File: src/rtl/uart_cmd_parser.sv
// UART command frame parser: hunts for a sync byte, collects an 8-byte
// big-endian frame, verifies the XOR checksum and holds the decoded command
// until the downstream consumer accepts it.
module uart_cmd_parser #(
  parameter logic [7:0]  SYNC_BYTE      = 8'hA5,
  parameter int unsigned TIMEOUT_CYCLES = 1000
) (
  input  logic        clk_in,
  input  logic        rst_in,
  input  logic        byte_valid_in,
  input  logic [7:0]  byte_in,
  output logic        cmd_valid_out,
  input  logic        cmd_ready_in,
  output logic [7:0]  cmd_op_out,
  output logic [23:0] cmd_addr_out,
  output logic [15:0] cmd_data_out,
  output logic        busy_out,
  output logic        err_csum_out,
  output logic        err_timeout_out,
  output logic        err_overrun_out,
  output logic [7:0]  err_count_out
);

  localparam logic [19:0] TMO_LAST = 20'(TIMEOUT_CYCLES - 32'd1);

  typedef enum logic [3:0] {
    S_IDLE = 4'd0,
    S_OP   = 4'd1,
    S_A2   = 4'd2,
    S_A1   = 4'd3,
    S_A0   = 4'd4,
    S_D1   = 4'd5,
    S_D0   = 4'd6,
    S_CSUM = 4'd7,
    S_HOLD = 4'd8
  } state_t;

  // Running checksum: plain XOR accumulation of the payload bytes.
  function automatic logic [7:0] csum_step(input logic [7:0] acc, input logic [7:0] b);
    return acc ^ b;
  endfunction

  state_t      state_q, state_d;
  logic [19:0] tmo_q, tmo_d;
  logic [7:0]  op_q, op_d;
  logic [23:0] addr_q, addr_d;
  logic [15:0] data_q, data_d;
  logic [7:0]  csum_q, csum_d;
  logic        cmd_valid_q, cmd_valid_d;
  logic [7:0]  cmd_op_q, cmd_op_d;
  logic [23:0] cmd_addr_q, cmd_addr_d;
  logic [15:0] cmd_data_q, cmd_data_d;
  logic        busy_q, busy_d;
  logic        err_csum_q, err_csum_d;
  logic        err_timeout_q, err_timeout_d;
  logic        err_overrun_q, err_overrun_d;
  logic [7:0]  err_count_q, err_count_d;
  logic        in_frame_s;
  logic        tmo_fire_s;

  // Next-state, field capture, timeout and error bookkeeping.
  always_comb begin
    state_d       = state_q;
    tmo_d         = tmo_q;
    op_d          = op_q;
    addr_d        = addr_q;
    data_d        = data_q;
    csum_d        = csum_q;
    cmd_valid_d   = cmd_valid_q;
    cmd_op_d      = cmd_op_q;
    cmd_addr_d    = cmd_addr_q;
    cmd_data_d    = cmd_data_q;
    err_csum_d    = 1'b0;
    err_timeout_d = 1'b0;
    err_overrun_d = 1'b0;
    err_count_d   = err_count_q;

    in_frame_s = (state_q != S_IDLE) && (state_q != S_HOLD);
    // A byte on the would-be timeout cycle wins over the timeout.
    tmo_fire_s = in_frame_s && !byte_valid_in && (tmo_q == TMO_LAST);

    // The inter-byte timer only runs while a frame is being collected.
    if (in_frame_s && !byte_valid_in && !tmo_fire_s) begin
      tmo_d = tmo_q + 20'd1;
    end else begin
      tmo_d = 20'd0;
    end

    case (state_q)
      S_IDLE: begin
        if (byte_valid_in && (byte_in == SYNC_BYTE)) begin
          state_d = S_OP;
          csum_d  = 8'h00;
        end else begin
          state_d = S_IDLE;
        end
      end
      S_OP, S_A2, S_A1, S_A0, S_D1, S_D0: begin
        if (byte_valid_in) begin
          csum_d = csum_step(csum_q, byte_in);
          case (state_q)
            S_OP:    begin op_d = byte_in;           state_d = S_A2;   end
            S_A2:    begin addr_d[23:16] = byte_in;  state_d = S_A1;   end
            S_A1:    begin addr_d[15:8]  = byte_in;  state_d = S_A0;   end
            S_A0:    begin addr_d[7:0]   = byte_in;  state_d = S_D1;   end
            S_D1:    begin data_d[15:8]  = byte_in;  state_d = S_D0;   end
            S_D0:    begin data_d[7:0]   = byte_in;  state_d = S_CSUM; end
            default: begin state_d = S_IDLE; end
          endcase
        end else if (tmo_fire_s) begin
          state_d       = S_IDLE;
          err_timeout_d = 1'b1;
        end else begin
          state_d = state_q;
        end
      end
      S_CSUM: begin
        if (byte_valid_in) begin
          if (byte_in == csum_q) begin
            cmd_valid_d = 1'b1;
            cmd_op_d    = op_q;
            cmd_addr_d  = addr_q;
            cmd_data_d  = data_q;
            state_d     = S_HOLD;
          end else begin
            err_csum_d = 1'b1;
            state_d    = S_IDLE;
          end
        end else if (tmo_fire_s) begin
          state_d       = S_IDLE;
          err_timeout_d = 1'b1;
        end else begin
          state_d = S_CSUM;
        end
      end
      S_HOLD: begin
        if (cmd_ready_in) begin
          // Handshake completes; a byte on the same cycle is seen as in IDLE.
          cmd_valid_d = 1'b0;
          if (byte_valid_in && (byte_in == SYNC_BYTE)) begin
            state_d = S_OP;
            csum_d  = 8'h00;
          end else begin
            state_d = S_IDLE;
          end
        end else if (byte_valid_in) begin
          err_overrun_d = 1'b1;
          state_d       = S_HOLD;
        end else begin
          state_d = S_HOLD;
        end
      end
      default: begin
        state_d = S_IDLE;
      end
    endcase

    if ((err_csum_d || err_timeout_d || err_overrun_d) && (err_count_q != 8'hFF)) begin
      err_count_d = err_count_q + 8'd1;
    end else begin
      err_count_d = err_count_q;
    end

    busy_d = (state_d != S_IDLE);
  end

  // State and output registers with synchronous reset.
  always_ff @(posedge clk_in) begin
    if (rst_in) begin
      state_q       <= S_IDLE;
      tmo_q         <= 20'd0;
      op_q          <= 8'h00;
      addr_q        <= 24'h000000;
      data_q        <= 16'h0000;
      csum_q        <= 8'h00;
      cmd_valid_q   <= 1'b0;
      cmd_op_q      <= 8'h00;
      cmd_addr_q    <= 24'h000000;
      cmd_data_q    <= 16'h0000;
      busy_q        <= 1'b0;
      err_csum_q    <= 1'b0;
      err_timeout_q <= 1'b0;
      err_overrun_q <= 1'b0;
      err_count_q   <= 8'h00;
    end else begin
      state_q       <= state_d;
      tmo_q         <= tmo_d;
      op_q          <= op_d;
      addr_q        <= addr_d;
      data_q        <= data_d;
      csum_q        <= csum_d;
      cmd_valid_q   <= cmd_valid_d;
      cmd_op_q      <= cmd_op_d;
      cmd_addr_q    <= cmd_addr_d;
      cmd_data_q    <= cmd_data_d;
      busy_q        <= busy_d;
      err_csum_q    <= err_csum_d;
      err_timeout_q <= err_timeout_d;
      err_overrun_q <= err_overrun_d;
      err_count_q   <= err_count_d;
    end
  end

  assign cmd_valid_out   = cmd_valid_q;
  assign cmd_op_out      = cmd_op_q;
  assign cmd_addr_out    = cmd_addr_q;
  assign cmd_data_out    = cmd_data_q;
  assign busy_out        = busy_q;
  assign err_csum_out    = err_csum_q;
  assign err_timeout_out = err_timeout_q;
  assign err_overrun_out = err_overrun_q;
  assign err_count_out   = err_count_q;

endmodule

File: config.mk
export PLATFORM = sky130hd
export DESIGN_NAME = uart_cmd_parser
export DESIGN_NICKNAME = d
export VERILOG_FILES = /design/src/rtl/uart_cmd_parser.sv
export SDC_FILE = /design/constraint.sdc
export NUM_CORES = 1
export LEC_CHECK = 0
export BUFFER_PORTS_ARGS = -buffer_cell sky130_fd_sc_hd__buf_4
export CAP_MARGIN = 25
export CORE_ASPECT_RATIO = 2
export CORE_MARGIN = 10
export CORE_UTILIZATION = 35
export CTS_CLUSTER_SIZE = 28
export DETAILED_ROUTE_END_ITERATION = 7
export PLACE_DENSITY = 0.56
export SLEW_MARGIN = 20
export SYNTH_ARGS = -nofsm -noshare
export SYNTH_HDL_FRONTEND = slang
export SYNTH_SLANG_ARGS = --single-unit
File: constraint.sdc
create_clock -name clk_in -period 2.8 [get_ports clk_in]
set_input_delay 0.28 -clock clk_in [delete_from_list [all_inputs] [get_ports clk_in]]
set_output_delay 0.28 -clock clk_in [all_outputs]
set_load 0.02 [all_outputs]
Yosys cells after proc, flatten, opt, wreduce, memory -nomap -nowiden
Index checks and enable logic that the tools add are counted.
{"block": "op_classes", "add_sub_neg": 2, "n_eq_ne": 17, "mux": 26, "n_bitwise": 2, "n_reduce_logical": 27}
{"operator": "8-bit two-way mux", "count": 3}
{"operator": "8-bit case mux with 3 select lines", "count": 1}
{"operator": "3-bit AND reduction", "count": 8}
{"operator": "20-bit by 1-bit adder with 20-bit output, second input constant", "count": 1}
{"operator": "20-bit by 10-bit equality test with 1-bit output, second input constant", "count": 1}
{"operator": "4-bit two-way mux", "count": 5}
{"operator": "3-bit case mux with 6 select lines", "count": 1}
{"operator": "4-bit by 3-bit equality test with 1-bit output, second input constant", "count": 4}
{"operator": "4-bit case mux with 4 select lines", "count": 1}
{"operator": "1-bit two-way mux", "count": 13}
{"operator": "8-bit by 1-bit adder with 8-bit output, second input constant", "count": 1}
{"operator": "4-bit by 2-bit equality test with 1-bit output, second input constant", "count": 2}
{"operator": "8-bit equality test", "count": 1}
{"operator": "8-bit equality test, second input constant", "count": 1}
{"operator": "2-bit inequality test, second input constant", "count": 4}
{"operator": "8-bit inequality test, second input constant", "count": 1}
{"operator": "4-bit nonzero test", "count": 2}
{"operator": "8-bit bitwise XOR", "count": 1}
{"operator": "7-bit OR reduction", "count": 1}
{"operator": "1-bit logical AND", "count": 6}
{"operator": "6-bit OR reduction", "count": 1}
{"operator": "4-bit by 1-bit equality test with 1-bit output, second input constant", "count": 1}
{"operator": "4-bit equality test, second input constant", "count": 1}
{"operator": "4-bit logical NOT", "count": 1}
{"operator": "other kinds (10)", "count": 12}
{"block": "word_totals", "regBits": 141, "word_cells": 92}

Logic depth before layout (Yosys ltp)
Gate-level depths: netlist (run 1).
{"block": "depth", "depth_word": 10, "mapped_depth": 8, "mapped_depth_nobuf": 7}

Worst setup path after synthesis (run 1)
Ideal clock, no wire load.
{"block": "synth_timing", "path_type": "register -> register", "start": "register tmo_q[0]", "end": "register err_count_q[3], in the netlist err_count_out[3]", "arrival_ns": 2.153, "required_time_ns": 2.677, "setup_slack_ns": 0.523, "path_stages_with_launch": 8, "period_less_slack_ns": 2.277, "cell_sequence": "dfxtp_1 > ha_1 > and4b_1 > nand4_1 > or4_4 > a31oi_4 > nand4_1 > mux2_1"}
{"block": "synth_between", "elab_chain_cells": 8}
{"element": "from (decl)", "line": "44", "source": "logic [19:0] tmo_q, tmo_d;"}
{"element": "from (signal assigned)", "line": "187", "source": "tmo_q <= tmo_d;"}
{"element": "20-bit by 10-bit equality test with 1-bit output", "line": "80", "source": "tmo_fire_s = in_frame_s && !byte_valid_in && (tmo_q == TMO_LAST);"}
{"element": "1-bit logical AND", "line": "80"}
{"element": "1-bit two-way mux", "line": "110, 129"}
{"element": "1-bit two-way mux", "line": "118", "source": "if (byte_valid_in) begin"}
{"element": "1-bit two-way mux"}
{"element": "1-bit logical OR (2 in a row)", "line": "158", "source": "if ((err_csum_d || err_timeout_d || err_overrun_d) && (err_count_q != 8'hFF)) begin"}
{"element": "1-bit logical AND", "line": "158"}
{"element": "to (signal assigned)", "line": "200", "source": "err_count_q <= err_count_d;"}
{"element": "to (decl)", "line": "57", "source": "logic [7:0] err_count_q, err_count_d;"}
Every way passes these cells.
A chain may end at the register's enable or synchronous reset.

Final worst setup path (run 1)
{"block": "layout_timing", "start": "register tmo_q[0]", "end": "register err_count_q[5], in the netlist err_count_out[5]"}
The elaborated chain is that of the path after synthesis.

==> results of run 1 <==
==> layer usage <==
metal  vias up  part of all wire (%)  track usage (%)
met5         -                     0                0
met3        24                   4.7            3.517
met4         0                   2.4            6.298
li1       2133                     -                -
met2        87                    54            23.01
met1      2067                    39            13.47
==> power breakdown <==
part	internal, W	total (W)	switching [W]
registers	0.00201	0.00201	0.000000751
logic	0.0000250	0.0000952	0.0000702
clock network	0.00140	0.00226	0.000855
total	0.00344	0.00436	0.000926
==> cells by family (layout without fill, tap and decap cells) <==
group,Yosys count,after routing,share of synthesized area (%)
mux,93,93,16.61
buf+inv,42,117,2.913
fa+ha+maj,2,2,0.4447
xor+xnor,29,29,4.514
compound gates,43,43,5.159
flops,141,141,50.17
simple gates,238,238,20.19
==> final timing paths <==
path | depth (start not counted) | startpoint | slack (ns) | endpoint
setup reg to reg | 7 | tmo_q[0] | 0.28 | err_count_out[5]
hold / removal | 2 | cmd_ready_in | 0.09 | cmd_valid_out
setup / recovery | 7 | tmo_q[0] | 0.28 | err_count_out[5]
hold reg to reg | 2 | op_q[0] | 0.46 | op_q[0]
==> state kept, by name, indices dropped and copies added (netlist names) <==
signal           flops
addr_q              24
cmd_addr_out        24
tmo_q               20
cmd_data_out        16
data_q              16
cmd_op_out           8
csum_q               8
err_count_out        8
op_q                 8
state_q              4
busy_out             1
cmd_valid_out        1
err_csum_out         1
err_overrun_out      1
err_timeout_out      1
==> through the flow <==
step / instance area, um2 / setup WS, ns
floorplan: 5627 / 0.5233
global placement: 6352 / 0.3722
detailed placement: 6352 / 0.2962
CTS: 6953 / 0.2683
global route: 6953 / 0.05135
finish: 6953 / 0.2801
==> cells in the mapped netlist (all sizes together), types with 3 or more instances <==
| master | count |
|---|---|
| a31oi | 4 |
| inv | 4 |
| nor2b | 6 |
| nor3b | 3 |
| dfxtp | 141 |
| clkbuf | 27 |
| o21ai | 11 |
| nor4 | 5 |
| nor2 | 129 |
| mux2i | 90 |
| xnor2 | 15 |
| buf | 11 |
| a21oi | 12 |
| nor3 | 5 |
| nand4 | 10 |
| nand3 | 21 |
| mux2 | 3 |
| nor4b | 9 |
| nand2 | 31 |
| and3 | 11 |
| a31o | 9 |
| xor2 | 14 |
==> cell type report <==
class                   instances  area share (%)
well taps                     201           3.617
inverters                       4          0.2159
clock buffers                  19           6.226
flip-flops and latches        141           40.60
clock inverters                13           2.411
repair buffers                 81           8.926
multi-input cells             405           38.01
==> cell usage in the layout (no fill, tap or decap), types with 2 or more instances in the layout <==
master	Yosys	final
clkbuf_16	0	17
nand2_1	31	30
mux2_1	3	3
mux2i_1	90	90
a21oi_1	12	12
clkbuf_1	27	2
nor2_1	129	129
nand4_1	10	10
ha_1	2	2
and3_1	10	10
clkinv_4	0	5
nor3_1	5	5
inv_1	4	4
xor2_1	14	14
clkinv_2	0	2
buf_4	0	80
nand3_1	21	21
nor2b_1	6	6
a31o_2	9	9
o21ai_0	11	11
a22oi_1	2	2
xnor2_1	15	15
nor3b_1	2	2
a31oi_1	3	3
dfxtp_1	141	141
or3_1	2	2
clkinvlp_4	0	2
nor4b_1	9	9
bufinv_16	0	3
nor4_2	3	3
==> key figures, run 1 <==
CTS
  – Post-CTS Setup Inserts: 0
  – Resized cells post-CTS: 0
  – CTS root buf: clkbuf_16
  – TritonCTS buffer count: 17
  – Worst-path clk slew: 0.06 ns
  – CTS sink cnt: 141
  – H-tree Lvls: 4
  – TritonCTS clock tree: yes
  – CTS Buffer Depth: 2
  – Clock latency at the later pin of the worst-skew pair: 0.42 ns
  – CTS Hold Bufs: 0

Status
  – Outcome: finished, final reports clean

Power and ir drop
  – Peak supply drop: 0.4357 mV
  – Total power: 0.004363 W
  – Pleak: 3.086 nW
  – Cell area power density: 627.6 nW/um2

Worst setup path
  – Most used cell, CP: nand4_1
  – CP Launch Type: flop
  – WP buf/inv: 0
  – CP required: 3.10 ns
  – WP data arrival: 2.82 ns
  – Crit-path cells: ha_1, and4b_1, nand4_1, or4_4, a31oi_4, nand4_1, mux2_1
  – CP max stage cell: or4_4
  – CP Class: reg -> reg
  – Crit path max-delay family: simple AND/OR/NAND/NOR gates
  – Max incr delay on CP: 0.55 ns
  – CP max FO: 9
  – Setup crit end kind: flop

Layout
  – Fin util: 44.07%
  – Area of the multi-input gates: 2643 um2
  – # nets final: 664
  – N_diodes: 0
  – # fillers: 1573
  – Finished Layout Cells: 864
  – Share of layout cells above drive strength 1: 19.76%
  – FF+latch area: 2823 um2
  – P&R area growth vs syn: 23.57%

Timing
  – Relative slew slack: 56.17%
  – Setup TNS: 0 ns
  – Setup violators final: 0
  – RSZ-0062 raised after global routing: false
  – Worst-margin pin slew: 0.6559 ns
  – Skew final: 0.007818 ns
  – Crit path time final: 2.520 ns
  – Hold Worst Slack: 0.08857 ns
  – Fmax: 396.8 MHz
  – Final Hold Vio Count: 0
  – Slew Limit Fails: 0
  – Fin crit share: 90.00%

Die
  – Core Footprint: 15780 um2
  – Cell Rows: 65
  – Starting Density: 35.66%
  – Die Wd: 109.7 um
  – Die area: 21860 um2
  – Die height: 199.3 um
  – IO Pins: 73

Route
  – Post-DR vias/cell: 4.990
  – Post-route DRC: 0
  – Drt pass-1 iters: 4
  – DR iter-0 viols: 181
  – Via Count: 4311
  – Post-route ant nets: 0
  – WL final: 13640 um
  – Post-DR wirelength/cell: 15.79 um

Yosys
  – EDFF count, synth: 0
  – Synth Area per Inst: 9.569 um2
  – Yosys warns: 0
  – Post-Syn Area: 5627 um2
  – Largest cells by area after synthesis: dfxtp_1 50%, mux2i_1 16%, nor2_1 8.6%
  – Syn nets: 602
  – Most used DFF post-synth: dfxtp_1
  – Register bit total from synthesis: 141
  – Distinct cells, synth: 42
  – Area leader, netlist: dfxtp_1
  – Post-synth top area share: 50.17%
  – Async SR Flop Fraction: 0%
  – Cells after synthesis: 588
  – Sequential share of the synthesized area: 50.17%

Global route
  – First-pass GRT wire length: 22300 um
  – Gr ovfl total: 0
  – Vias in the first global route: 4444
  – Global Route Usage Sum: 12.95%
  – Antenna violations before repair: 0
  – Largest net degree at the start of global routing: 51

Place
  – Port Buffers: 72
  – DPL Wire Length: 9670 um
  – Gp weighted congestion: 0.8376
  – Placed Instances: 832

Min path
  – Worst hold path type: in -> reg

Job
  – Max-cap violations: 0
Power figures use the tool's default switching activity.
==> run 2: changes to the inputs <==
CORE_UTILIZATION = 55   (was 35)
PLACE_DENSITY = 0.79   (was 0.56)
RECOVER_POWER = 25   (was not set)
SLEW_MARGIN = 30   (was 20)
==> run 2 against run 1 <==
Critical path depth did not move. Maximum frequency about the same. Final area fell by 3.2%. Setup slack got worse by 0.0024 ns. First-iteration DRC count up 20%. Die area decreased by 32%. Final cell count fell by 7.8%. Critical endpoint unchanged.
==> key figures, run 2 (synthesis gave the netlist of run 1 again) <==
Power and ir drop
  – Switching share of power: 19.64%
  – Pleak: 2.894 nW
  – P_int: 0.003656 W
  – Net switching power: 0.0008932 W
  – Flop pwr share: 44.1%
  – Cell area power density: 675.9 nW/um2
  – Comb pwr share: 2.1%
  – Clock share of power: 53.8%
  – Peak supply drop: 0.4174 mV

Timing
  – Setup TNS: 0 ns
  – Worst-margin pin slew: 0.6012 ns
  – Skew final: 0.008958 ns
  – Setup violators final: 0
  – Fmax: 396.5 MHz
  – Fin worst setup slack: 0.2777 ns
  – Final Hold Vio Count: 0
  – Fin crit share: 90.08%
  – Slew Limit Fails: 0
  – RSZ-0062 raised after global routing: false
  – Crit path time final: 2.522 ns
  – Relative slew slack: 59.50%

Die
  – Core Footprint: 10080 um2
  – IO Pins: 73
  – Die Wd: 91.52 um
  – Die height: 163.0 um
  – Cell Rows: 52
  – Starting Density: 55.79%
  – Die area: 14920 um2

Worst setup path
  – WP data arrival: 2.82 ns
  – CP Class: reg -> reg
  – CP max FO: 9
  – CP required: 3.10 ns
  – Setup crit end kind: flop
  – R2r startpoint: tmo_q[0]
  – Worst Setup SP: tmo_q[0]
  – CP Launch Type: flop

Layout
  – Final Cell Area: 6730 um2
  – Commonest non-fill, non-tap cell in the layout: dfxtp_1
  – FF+latch area: 2823 um2
  – Area of the multi-input gates: 2643 um2
  – Share of layout cells above drive strength 1: 12.08%
  – # fillers: 835
  – Commonest non-fill, non-tap cells in the layout: 141 x dfxtp_1, 129 x nor2_1, 90 x mux2i_1, 52 x clkbuf_1
  – P&R area growth vs syn: 19.61%
  – # nets final: 664
  – N_diodes: 0

Route
  – Met2 Wirelength: 7525 um
  – Post-DR vias/cell: 5.503
  – Drt pass-1 iters: 4
  – Via Count: 4386
  – WL final: 13630 um
  – Met3 WL: 573 um
  – Met1 wire length: 5039 um
  – DR iter-0 viols: 217
  – Post-route DRC: 0
  – Top sig layer: met4
  – Post-DR wirelength/cell: 17.10 um
  – Post-route ant nets: 0

CTS
  – TritonCTS clock tree: yes
  – Post-CTS Setup Inserts: 0
  – Resized cells post-CTS: 0
  – Clock latency at the later pin of the worst-skew pair: 0.42 ns
  – Worst-path clk slew: 0.05 ns
  – TritonCTS buffer count: 17
  – CTS Buffer Depth: 2
  – CTS sink cnt: 141
  – CTS Hold Bufs: 0
  – H-tree Lvls: 4
  – CTS root buf: clkbuf_16

Global route
  – Antenna violations before repair: 0
  – Largest net degree at the start of global routing: 48
  – Gr ovfl total: 0
  – First-pass GRT wire length: 21820 um
  – Vias in the first global route: 4487
  – Global Route Usage Sum: 18.12%

Status
  – Outcome: finished, final reports clean

Place
  – Gp weighted congestion: 0.8716
  – DPL Wire Length: 9398 um
  – Pre-CTS setup slack: 0.2995 ns
  – Port Buffers: 72
  – Area post-placement: 6270 um2

Min path
  – Hold Path Origin: cmd_ready_in
  – Worst hold path type: in -> reg

Job
  – Max-cap violations: 0
run 2: layout make-up:
type / instances / share of cell area, %
Clock buffer: 21 / 6.841
Clock inverter: 10 / 2.789
Inverter: 4 / 0.2231
Multi-Input combinational cell: 405 / 39.26
Sequential cell: 141 / 41.94
Tap cell: 135 / 2.510
Timing Repair Buffer: 81 / 6.432
run 2: power groups by stage:
stage	logic [W]	registers (W)	clock network, W
after global placement	0.0000903	0.00205	0
after detailed placement	0.0000923	0.00205	0
after global routing	0.000100	0.00201	0.00256
final	0.0000943	0.00201	0.00245
after floorplan	0.0000582	0.00205	0
after CTS	0.0000930	0.00201	0.00247
run 2: per-stage QoR:
stage                     hold WS, ns  total power (W)  util [%]  cells
after global placement         0.4431         0.002142     62.17    766
after floorplan                0.3961         0.002110         -    588
after detailed placement       0.4495         0.002144     62.17    766
after CTS                     0.07916         0.004574     68.60    797
after global routing          0.09497         0.004670     66.74    797
final                          0.1018         0.004549     66.74    797
run 2: critical path, cell delays in order (launching register included):
cell	delay, ns
dfxtp_1	0.39
ha_1	0.25
and4b_1	0.21
nand4_1	0.18
or4_4	0.55
a31oi_4	0.35
nand4_1	0.15
mux2_1	0.32
run 2: worst paths after layout:
path                                          to  slack (ns)  cells past startpoint
worst max-delay path            err_count_out[5]        0.28                      7
worst min-delay path               cmd_valid_out        0.10                      2
worst max register to register  err_count_out[5]        0.28                      7
worst min register to register           op_q[5]        0.46                      2
run 2: layer usage:
metal	vias to the layer above	GRT usage, %
li1	2136	-
met1	2101	17.31
met2	112	33.79
met3	37	5.103
met4	0	9.670
met5	-	0
==> run 3: changes to the inputs <==
CTS_BUF_LIST = sky130_fd_sc_hd__clkbuf_16   (was not set)
HOLD_SLACK_MARGIN = 0.03   (was not set)
==> run 3 against run 2 <==
Core utilization shrank 0.20 points. Non-clock buffer count is the same. Maximum frequency barely moved. Routed wire length grew 0.12%. Final cell count did not move. Sequential power barely moved. Critical path depth did not move. Largest cell class unchanged. Highest routed layer unchanged.
==> key figures, run 3 (synthesis gave the netlist of run 1 again) <==
Timing
  – Crit path time final: 2.523 ns
  – Fin worst setup slack: 0.2771 ns
  – Skew final: 0.005824 ns
  – Setup TNS: 0 ns
  – RSZ-0062 raised after global routing: false
  – Hold Worst Slack: 0.09858 ns
  – Final Hold Vio Count: 0
  – Fmax: 396.4 MHz
  – Fin crit share: 90.11%
  – Worst-margin pin slew: 0.6140 ns
  – Relative slew slack: 58.64%
  – Setup violators final: 0
  – Slew Limit Fails: 0

Route
  – Post-route ant nets: 0
  – Post-DR wirelength/cell: 17.12 um
  – WL final: 13640 um
  – Post-DR vias/cell: 5.536
  – Post-route DRC: 0
  – Drt pass-1 iters: 4
  – Via Count: 4412
  – DR iter-0 viols: 274

Global route
  – Global Route Usage Sum: 18.11%
  – Largest net degree at the start of global routing: 48
  – Vias in the first global route: 4498
  – Antenna violations before repair: 0
  – First-pass GRT wire length: 21850 um
  – Gr ovfl total: 0

Layout
  – Finished Layout Cells: 797
  – P&R area growth vs syn: 19.26%
  – # nets final: 664
  – Commonest non-fill, non-tap cells in the layout: 141 x dfxtp_1, 129 x nor2_1, 90 x mux2i_1, 50 x clkbuf_1
  – Commonest non-fill, non-tap cell in the layout: dfxtp_1
  – Share of layout cells above drive strength 1: 11.78%
  – N_diodes: 0

Min path
  – Hold Path Sink: cmd_valid_out
  – Worst hold path type: in -> reg
  – Hold path depth: 2
  – Hold Path Origin: cmd_ready_in

CTS
  – Post-CTS Setup Inserts: 0
  – Resized cells post-CTS: 0
  – CTS root buf: clkbuf_16
  – CTS sink cnt: 141
  – H-tree Lvls: 4
  – TritonCTS buffer count: 17
  – TritonCTS clock tree: yes
  – Worst-path clk slew: 0.05 ns
  – CTS Hold Bufs: 0
  – CTS Buffer Depth: 2
  – Clock latency at the later pin of the worst-skew pair: 0.41 ns

Worst setup path
  – Reg-to-reg endpoint: err_count_out[5]
  – CP max FO: 9
  – Setup crit end kind: flop
  – CP Launch Type: flop
  – CP Class: reg -> reg
  – R2R Setup Slk: 0.28 ns
  – CP required: 3.10 ns
  – R2r startpoint: tmo_q[0]
  – R2r worst-path depth: 7
  – WP data arrival: 2.82 ns

Die
  – IO Pins: 73
  – Die Wd: 91.52 um
  – Die area: 14920 um2
  – Starting Density: 55.79%
  – Die height: 163.0 um
  – Cell Rows: 52
  – Core Footprint: 10080 um2

Job
  – Max-cap violations: 0

Power and ir drop
  – Peak supply drop: 0.4122 mV
  – Total power: 0.004476 W
  – Cell area power density: 667.0 nW/um2
  – Pleak: 2.891 nW

Place
  – Port Buffers: 72
  – DPL Wire Length: 9398 um
  – Pre-CTS setup slack: 0.2995 ns
  – Gp weighted congestion: 0.8716
  – Placed Instances: 766

Status
  – Outcome: finished, final reports clean
==> run 3: worst max-delay path by stage <==
| stage | start | slack, ns | endpoint | cells after the start |
|---|---|---|---|---|
| final | tmo_q[0] | 0.28 | err_count_out[5] | 7 |
| after global routing | state_q[0] | 0.09 | err_count_out[5] | 6 |
| after CTS | tmo_q[0] | 0.29 | err_count_out[5] | 7 |
| after detailed placement | tmo_q[0] | 0.30 | err_count_out[5] | 7 |
| after global placement | tmo_q[0] | 0.40 | err_count_out[5] | 7 |
| after floorplan | tmo_q[0] | 0.52 | err_count_out[3] | 7 |
==> run 3: metrics by stage <==
step / utilization (%) / area [um2]
2_1_floorplan: - / 5627
5_1_grt: 66.54 / 6710
3_5_place_dp: 62.17 / 6270
3_3_place_gp: 62.17 / 6270
6_report: 66.54 / 6710
4_1_cts: 68.40 / 6898
==> run 3: metal layers <==
layer | up-vias | global-route usage [%] | part of all wire [%]
li1 | 2146 | - | -
met1 | 2102 | 17.25 | 37
met2 | 122 | 33.92 | 55
met3 | 42 | 5.011 | 4.5
met4 | 0 | 9.670 | 3.8
met5 | - | 0 | 0
==> run 3: power breakdown <==
group          internal (W)  total (W)  switching [W]  leakage (nW)
Clock               0.00156    0.00237       0.000811         0.306
Combinational     0.0000249  0.0000951      0.0000701          1.45
Sequential          0.00201    0.00201    0.000000747          1.13
Total               0.00359    0.00448       0.000882          2.89
==> run 3: worst max-delay path: stages (launching register included) <==
cell     delay (ns)
dfxtp_1        0.39
ha_1           0.25
and4b_1        0.21
nand4_1        0.19
or4_4          0.56
a31oi_4        0.35
nand4_1        0.15
mux2_1         0.32
==> run 3: cell type report <==
cell class | instances | area, um2
Clock buffer | 17 | 425.4
Clock inverter | 14 | 202.7
Fill cell | 834 | 3374
Inverter | 4 | 15.01
Multi-Input combinational cell | 405 | 2643
Sequential cell | 141 | 2823
Tap cell | 135 | 168.9
Timing Repair Buffer | 81 | 432.9
